===== src/rtl/wb_pipe_reg.sv =====
// wb_pipe_reg: MEM->WB pipeline register for the five-stage MIPS core.
// Holds instruction, PC and write-back data under a valid/ready handshake.
// Supports flush and an optional two-entry skid mode.
// Decodes the register-file destination and write enable locally.
// Counts retired instructions (completed output handshakes).
//
// Parameters:
//   DATA_W  width of the write-back data path
//   SKID    0 = single entry, combinational in_ready
//           1 = head + skid entry, registered in_ready
//   CNT_W   width of the retire counter
//
// Ports:
//   clk, reset          clock, synchronous active-high reset
//   flush               squash every held entry this cycle
//   in_valid/in_ready   upstream (MEM) handshake
//   in_instr/in_pc/in_wd incoming instruction, PC, write-back data
//   out_valid/out_ready downstream (WB) handshake on the head entry
//   out_instr/out_pc/out_wd head entry contents
//   out_wa/out_we       decoded destination register and write enable
//   retired             number of completed output handshakes (wraps)
module wb_pipe_reg #(
  parameter int DATA_W = 32,
  parameter int SKID   = 0,
  parameter int CNT_W  = 32
) (
  input  logic              clk,
  input  logic              reset,
  input  logic              flush,
  input  logic              in_valid,
  output logic              in_ready,
  input  logic [31:0]       in_instr,
  input  logic [31:0]       in_pc,
  input  logic [DATA_W-1:0] in_wd,
  output logic              out_valid,
  input  logic              out_ready,
  output logic [31:0]       out_instr,
  output logic [31:0]       out_pc,
  output logic [DATA_W-1:0] out_wd,
  output logic [4:0]        out_wa,
  output logic              out_we,
  output logic [CNT_W-1:0]  retired
);

  typedef struct packed {
    logic [31:0]       instr;
    logic [31:0]       pc;
    logic [DATA_W-1:0] wd;
  } entry_t;

  entry_t             head_q, head_d;
  entry_t             skid_q, skid_d;
  entry_t             in_entry;
  logic               head_valid_q, head_valid_d;
  logic               skid_valid_q, skid_valid_d;
  logic               rdy_q, rdy_d;
  logic [CNT_W-1:0]   retired_q, retired_d;
  logic               accept;
  logic               xfer;

  logic [5:0]         op;
  logic [5:0]         funct;
  logic [4:0]         dest;
  logic               writes;

  assign in_entry = {in_instr, in_pc, in_wd};

  // In skid mode in_ready comes from a flop so out_ready never reaches it
  // combinationally; reset and flush still gate it immediately.
  assign in_ready = (SKID != 0) ? (rdy_q & ~reset & ~flush)
                                : (~reset & ~flush & (~head_valid_q | out_ready));

  assign accept = in_valid & in_ready;
  assign xfer   = head_valid_q & out_ready;

  // Next-state for the head/skid entries and the retire counter.
  // Flush wins over everything except the transfer count, which a
  // flush-cycle handshake still earns.
  always_comb begin
    head_d       = head_q;
    head_valid_d = head_valid_q;
    skid_d       = skid_q;
    skid_valid_d = skid_valid_q;
    retired_d    = xfer ? (retired_q + CNT_W'(1)) : retired_q;

    if (flush) begin
      head_d       = '0;
      head_valid_d = 1'b0;
      skid_d       = '0;
      skid_valid_d = 1'b0;
    end else if (SKID == 0) begin
      if (accept) begin
        head_d       = in_entry;
        head_valid_d = 1'b1;
      end else if (xfer) begin
        head_valid_d = 1'b0;
      end
    end else begin
      if (xfer) begin
        if (skid_valid_q) begin
          // in_ready was 0 here, so no incoming word competes for the skid
          head_d       = skid_q;
          skid_d       = '0;
          skid_valid_d = 1'b0;
        end else if (accept) begin
          head_d       = in_entry;
        end else begin
          head_valid_d = 1'b0;
        end
      end else if (accept) begin
        if (head_valid_q) begin
          skid_d       = in_entry;
          skid_valid_d = 1'b1;
        end else begin
          head_d       = in_entry;
          head_valid_d = 1'b1;
        end
      end
    end

    // Ready tracks "skid empty" one cycle late, which gives the required
    // fall-after-fill and rise-after-drain behaviour.
    rdy_d = ~skid_valid_d;
  end

  // State registers; reset leaves the skid empty so ready is set again
  // in the first cycle after reset is released.
  always_ff @(posedge clk) begin
    if (reset) begin
      head_q       <= '0;
      head_valid_q <= 1'b0;
      skid_q       <= '0;
      skid_valid_q <= 1'b0;
      rdy_q        <= 1'b1;
      retired_q    <= '0;
    end else begin
      head_q       <= head_d;
      head_valid_q <= head_valid_d;
      skid_q       <= skid_d;
      skid_valid_q <= skid_valid_d;
      rdy_q        <= rdy_d;
      retired_q    <= retired_d;
    end
  end

  assign op    = head_q.instr[31:26];
  assign funct = head_q.instr[5:0];

  // Destination decode from the head instruction.
  always_comb begin
    dest   = 5'd0;
    writes = 1'b0;
    case (op)
      6'b000000: begin
        dest = head_q.instr[15:11];
        case (funct)
          6'b001000, 6'b011000, 6'b011001, 6'b011010,
          6'b011011, 6'b010001, 6'b010011: writes = 1'b0;
          default:                         writes = 1'b1;
        endcase
      end
      6'b100000, 6'b100100, 6'b100001, 6'b100101, 6'b100011,
      6'b001000, 6'b001001, 6'b001010, 6'b001011,
      6'b001100, 6'b001101, 6'b001110, 6'b001111: begin
        dest   = head_q.instr[20:16];
        writes = 1'b1;
      end
      6'b000011: begin
        dest   = 5'd31;
        writes = 1'b1;
      end
      default: begin
        dest   = 5'd0;
        writes = 1'b0;
      end
    endcase
  end

  assign out_valid = head_valid_q;
  assign out_instr = head_q.instr;
  assign out_pc    = head_q.pc;
  assign out_wd    = head_q.wd;
  assign out_wa    = dest;
  // $0 is hard-wired, so a write to it is suppressed here.
  assign out_we    = head_valid_q & writes & (dest != 5'd0);
  assign retired   = retired_q;

endmodule


===== config.mk =====
export PLATFORM = sky130hd
export DESIGN_NAME = wb_pipe_reg
export DESIGN_NICKNAME = d
export VERILOG_FILES = /design/src/rtl/wb_pipe_reg.sv
export SDC_FILE = /design/constraint.sdc
export NUM_CORES = 1
export LEC_CHECK = 0
export ABC_AREA = 1
export CAP_MARGIN = 25
export CORE_UTILIZATION = 43
export DETAILED_ROUTE_END_ITERATION = 7
export PLACE_DENSITY = 0.81
export RECOVER_POWER = 100
export SLEW_MARGIN = 30
export SYNTH_ARGS = -nofsm -noshare
export SYNTH_HDL_FRONTEND = slang
export SYNTH_SLANG_ARGS = --single-unit
export TNS_END_PERCENT = 50

===== constraint.sdc =====
create_clock -name clk -period 1.85 [get_ports clk]
set_clock_uncertainty 0.15 [all_clocks]
set_input_delay 0.37 -clock clk [delete_from_list [all_inputs] [get_ports clk]]
set_output_delay 0.37 -clock clk [all_outputs]
set_load 0.02 [all_outputs]

### Word level (Yosys, flattened, before mapping)

Cells that the tools add are included.
Widths: inputs -> output; s select.

* flip-flop bits (word level): 129
* bits in latches: 0
* bits in writable memories: 0
* memory bits (read-only): 0
* output and inout bits: 136
* word-level logic and storage cells: 49
* memories: 0

* $add $sub $neg: 1
* multiply operators: 0
* divide/modulo/power cells: 0
* magnitude comparators: 0
* eq/ne operators: 21
* shifts and indexed selects: 0
* muxes and demuxes: 5
* bitwise gates (word level): 10
* reduce and logical (&&, ||, !) cells: 7

Operators with widths (number)
* $eq 6x4->1 const B: 9
* $eq 6x5->1 const B: 6
* $add 32x1->32 const B: 1
* $eq 6x6->1 const B: 5
* $pmux 5 s3: 1
* $reduce_or 14->1: 1
* $reduce_or 13->1: 1
* $reduce_or 7->1: 1
* $and 1x1->1: 6
* $eq 6x2->1 const B: 1
* $logic_not 6->1: 1
* $reduce_bool 5->1: 1
* $mux 1: 3
* $not 1->1: 3
* $pmux 1 s2: 1
* $reduce_bool 2->1: 1
* $reduce_or 2->1: 1
* $or 1x1->1: 1

### Depth between registers and ports, before layout

* depth after elaboration: 6
* gate-level depth with buffers: 10

### Worst setup path after synthesis

Ideal clock, no wire load.

* path type: in2out
* start point: input port flush
* end point: output port in_ready
* data arrival time: 1401 ps
* data required time: 1330 ps
* slack: -71 ps
* stages on the path: 5
* path buffers: 3
* path through: or2_1 buf_2 buf_2 buf_1 nor2_1

* cells in the longest elaborated chain, start to end: 3

Ends and longest elaborated chain
* start, declared: RTL line 29 `input logic flush,`
* $not 1->1: RTL line 71 `: (~reset & ~flush & (~head_valid_q | out_ready));`
* $and 1x1->1 (2 in series): RTL line 71
* end, declared: RTL line 31 `output logic in_ready,`

No other way between the ends.

### Worst setup path after layout

* start point: register head_q, in the netlist out_instr[29]
* end point: output port out_we

* cells in the longest elaborated chain, start to end: 5
* elaborated cells between the ends (all ways): 22

Ends and longest elaborated chain
* start, declared: RTL line 51 `entry_t head_q, head_d;`
* start signal, assigned: RTL line 130 `head_q <= '0;`
* start signal, assigned: RTL line 137 `head_q <= head_d;`
* $eq 6x6->1 (tied with other cells): RTL line 153 `case (op)`
* $reduce_or 13->1 or $reduce_or 14->1 (tied branches)
* $pmux 5 s3 or $pmux 1 s2 (tied branches): RTL line 153
* $reduce_bool 5->1 or $and 1x1->1 (tied branches): RTL line 185 `assign out_we = head_valid_q & writes & (dest != 5'd0);`
* $and 1x1->1 (*): RTL line 185
* end, declared: RTL line 41 `output logic out_we,`

Every way passes the cells marked *; elsewhere a longest branch is shown, timed or not.

==> results.toml <==
[run_status]
status = "finished with violations"
violations = "setup timing"

[synth]
synth.top_cells.by_count = "nand2_1, inv_1, dfxtp_1"
async_flop_share = 0
synthMostInstantiatedCell = "nand2_1"
syn_nets = 868
synth_area_mm2 = 0.00556
ys_ff_latch = 129
synth_top_area_share = 0.465
yosysSeqAreaShare = 0.465
avgSynthCellArea_um2 = 7.25
synth-main-ff-cell = "dfxtp_1"
yosysUniqueCellTypes = 26
synth_edf_count = 0
syn_inst = 766
ys_warn_count = 0
post-synth-top-area-cell = "dfxtp_1"
synth_area_leaders = "dfxtp_1, nand2_1, o31ai_1, inv_1, nor2_1"

[clocking]
clk_path_buf_depth = 2
clock_latency_ns = 0.42
cts_max_level = 4
clock_sinks = 129
cts_tree = "yes"
clock-root-buffer = "clkbuf_16"
postCtsHoldBufs = 0
cts_buffers = 17
path_clk_slew_ns = 0.06

[timing]
worst_slack_ns = -0.549
fin_worst_hold_slack_ns = 0.307
setup_viol = 8
period_needed_ns = 2.40
post-route-period-util = 1.30
max-slew-margin-rel = 0.454
tightest_slew_ns = 0.819
rsz0062_at_grt = "true"
final-hold-violation-count = 0
final_max_slew_viol_count = 0
fmax_ghz = 0.417

[global_routing]
grt_pass1_vias = 5743
antenna_found_initial = 1
overflow = 0
grt_max_degree = 46
grt_usage = 0.279
grt_pass1_wl_mm = 28.5

[layout]
final_core_util = 0.738
syn2layout_area_growth_pct = 67.5
nets = 1172
fin_area_mm2 = 0.00931
drive_gt1_frac = 0.151

[floorplanning]
num_io_pins = 237
die-area_mm2 = 0.0134
initial_core_util = 0.440
die_w_um = 116
rows = 41
die_h_um = 116
core_mm2 = 0.0126

[flow_run]
cap_viol_max_count = 0

[critical_path]
worstSetupPathType = "flip-flop to output pin"
critPathArrivalTime_ns = 1.88
crit_required_ns = 1.33
critPathMaxFanout = 5
cp-start-kind = "flip-flop"
end_kind = "output pin"

[pwr]
switching_share = 0.236
p_per_area_mw_per_mm2 = 770
p_switching_uw = 1690
comb_power_share = 0.118
p_clk_frac = 0.475
p_int_uw = 5470
ir_drop_mv = 0.621
leakagePower_uw = 0.00407
seq_power_share = 0.406

[drt]
routed_wl_mm = 19.4
drt_iter0_drc = 422
vias_per_cell = 4.97
drc = 0
vias = 6237
wl_per_cell_um = 15.5
ant_nets = 0
first_pass_iters = 6

[placed_design]
io_buffer_count = 236
dp_hpwl_mm = 13.5
routabilityCongestion = 0.900
placed_area_mm2 = 0.00864

[hold_path]
hold_path_class = "flip-flop to flip-flop"
==> placed cells by master (no fill, tap or decap), types with 2 or more instances in the layout <==
cell             count
a21oi_1             20
buf_12              10
buf_4               71
buf_6                8
bufinv_16            3
clkbuf_1             4
clkbuf_16           17
clkbuf_8             2
clkdlybuf4s50_1     98
clkinv_2             4
clkinvlp_4           2
dfxtp_1            120
dfxtp_2              6
dfxtp_4              3
dlygate4sd2_1      129
inv_1              129
inv_2                5
nand2_1            197
nand2_2              3
nand2_4              2
nand3_1             15
nand3_2              4
nand3b_1             4
nand4_1              4
nor2_1              70
nor2_2              12
nor2_4               5
nor3_1               5
nor3b_1              2
o21ai_0             17
o21ai_1              2
o31ai_1             96
xor2_1               2
==> cell families (layout without fill, tap and decap cells) <==
group	after synthesis	count (layout)	synth area share
adders and majority gates	1	1	0.00225
DFF	129	129	0.465
and+or+nand+nor	327	327	0.237
buffers and inverters	169	486	0.124
xor gates and xnor gates	2	2	0.00315
AOI/OAI and AO/OA	138	138	0.168
other	0	1	0
==> worst paths after layout <==
kind         slack [ns]          start  depth (start not counted)          end
max               -0.55  out_instr[29]                         11       out_we
min reg2reg        0.31     out_pc[16]                          2   out_pc[16]
min                0.31     out_pc[16]                          2   out_pc[16]
max reg2reg        0.01     retired[2]                         10  retired[17]
==> critical path: stages (launching register included) <==
cell	delay, ns
dfxtp_4	0.38
buf_6	0.10
nor2_2	0.03
nor2_2	0.14
nand2_2	0.11
nand2_4	0.12
nor2_1	0.06
nor2_1	0.13
nand3_1	0.09
nor2_1	0.10
nor2_1	0.05
buf_4	0.15
==> what timing repair did <==
item,CTS,global route
buffers inserted,3,7
hold endpoints to repair,0,0
pin swaps,8,21
cloned,0,0
setup endpoints to repair,138,23
resized for setup,180,45
==> layout make-up <==
cell class | instances | area (um2)
timing repair buffer | 320 | 2970
clock inverter | 10 | 134
inverter | 134 | 503
fill | 951 | 3310
clock buffer | 22 | 464
tap | 172 | 215
sequential | 129 | 2600
multi-input combinational | 468 | 2420
antenna | 1 | 2.50
==> sequential cells by signal, indices dropped and copies added (netlist names) <==
| name | cells |
|---|---|
| out_wd | 32 |
| out_pc | 32 |
| retired | 32 |
| out_instr | 32 |
| out_valid | 1 |
==> power groups by stage <==
stage	Sequential [uW]	Combinational, uW	Clock [uW]
6_report	2910	849	3410
3_3_place_gp	2960	854	0
4_1_cts	2910	829	3440
2_1_floorplan	3070	231	0
3_5_place_dp	2970	865	0
5_1_grt	2920	909	3570
==> layer usage <==
layer,GRT usage,vias to the layer above,part of all wire
met5,0,-,0
met1,0.310,2875,0.40
met2,0.492,252,0.49
li1,-,3056,-
met3,0.0659,54,0.067
met4,0.154,0,0.037
==> per-stage QoR <==
stage / power (uW) / setup slack (ns) / std cells / TNS, ns
global placement: 3820 / -0.382 / 1215 / -27.92
detailed placement: 3830 / -0.447 / 1215 / -30.57
global route: 7400 / -0.700 / 1256 / -6.04
floorplan: 3300 / -0.0363 / 766 / -0.0363
finish: 7170 / -0.549 / 1256 / -2.78
CTS: 7180 / -0.502 / 1249 / -2.31
No activity file was read; power rests on OpenSTA's default activity.
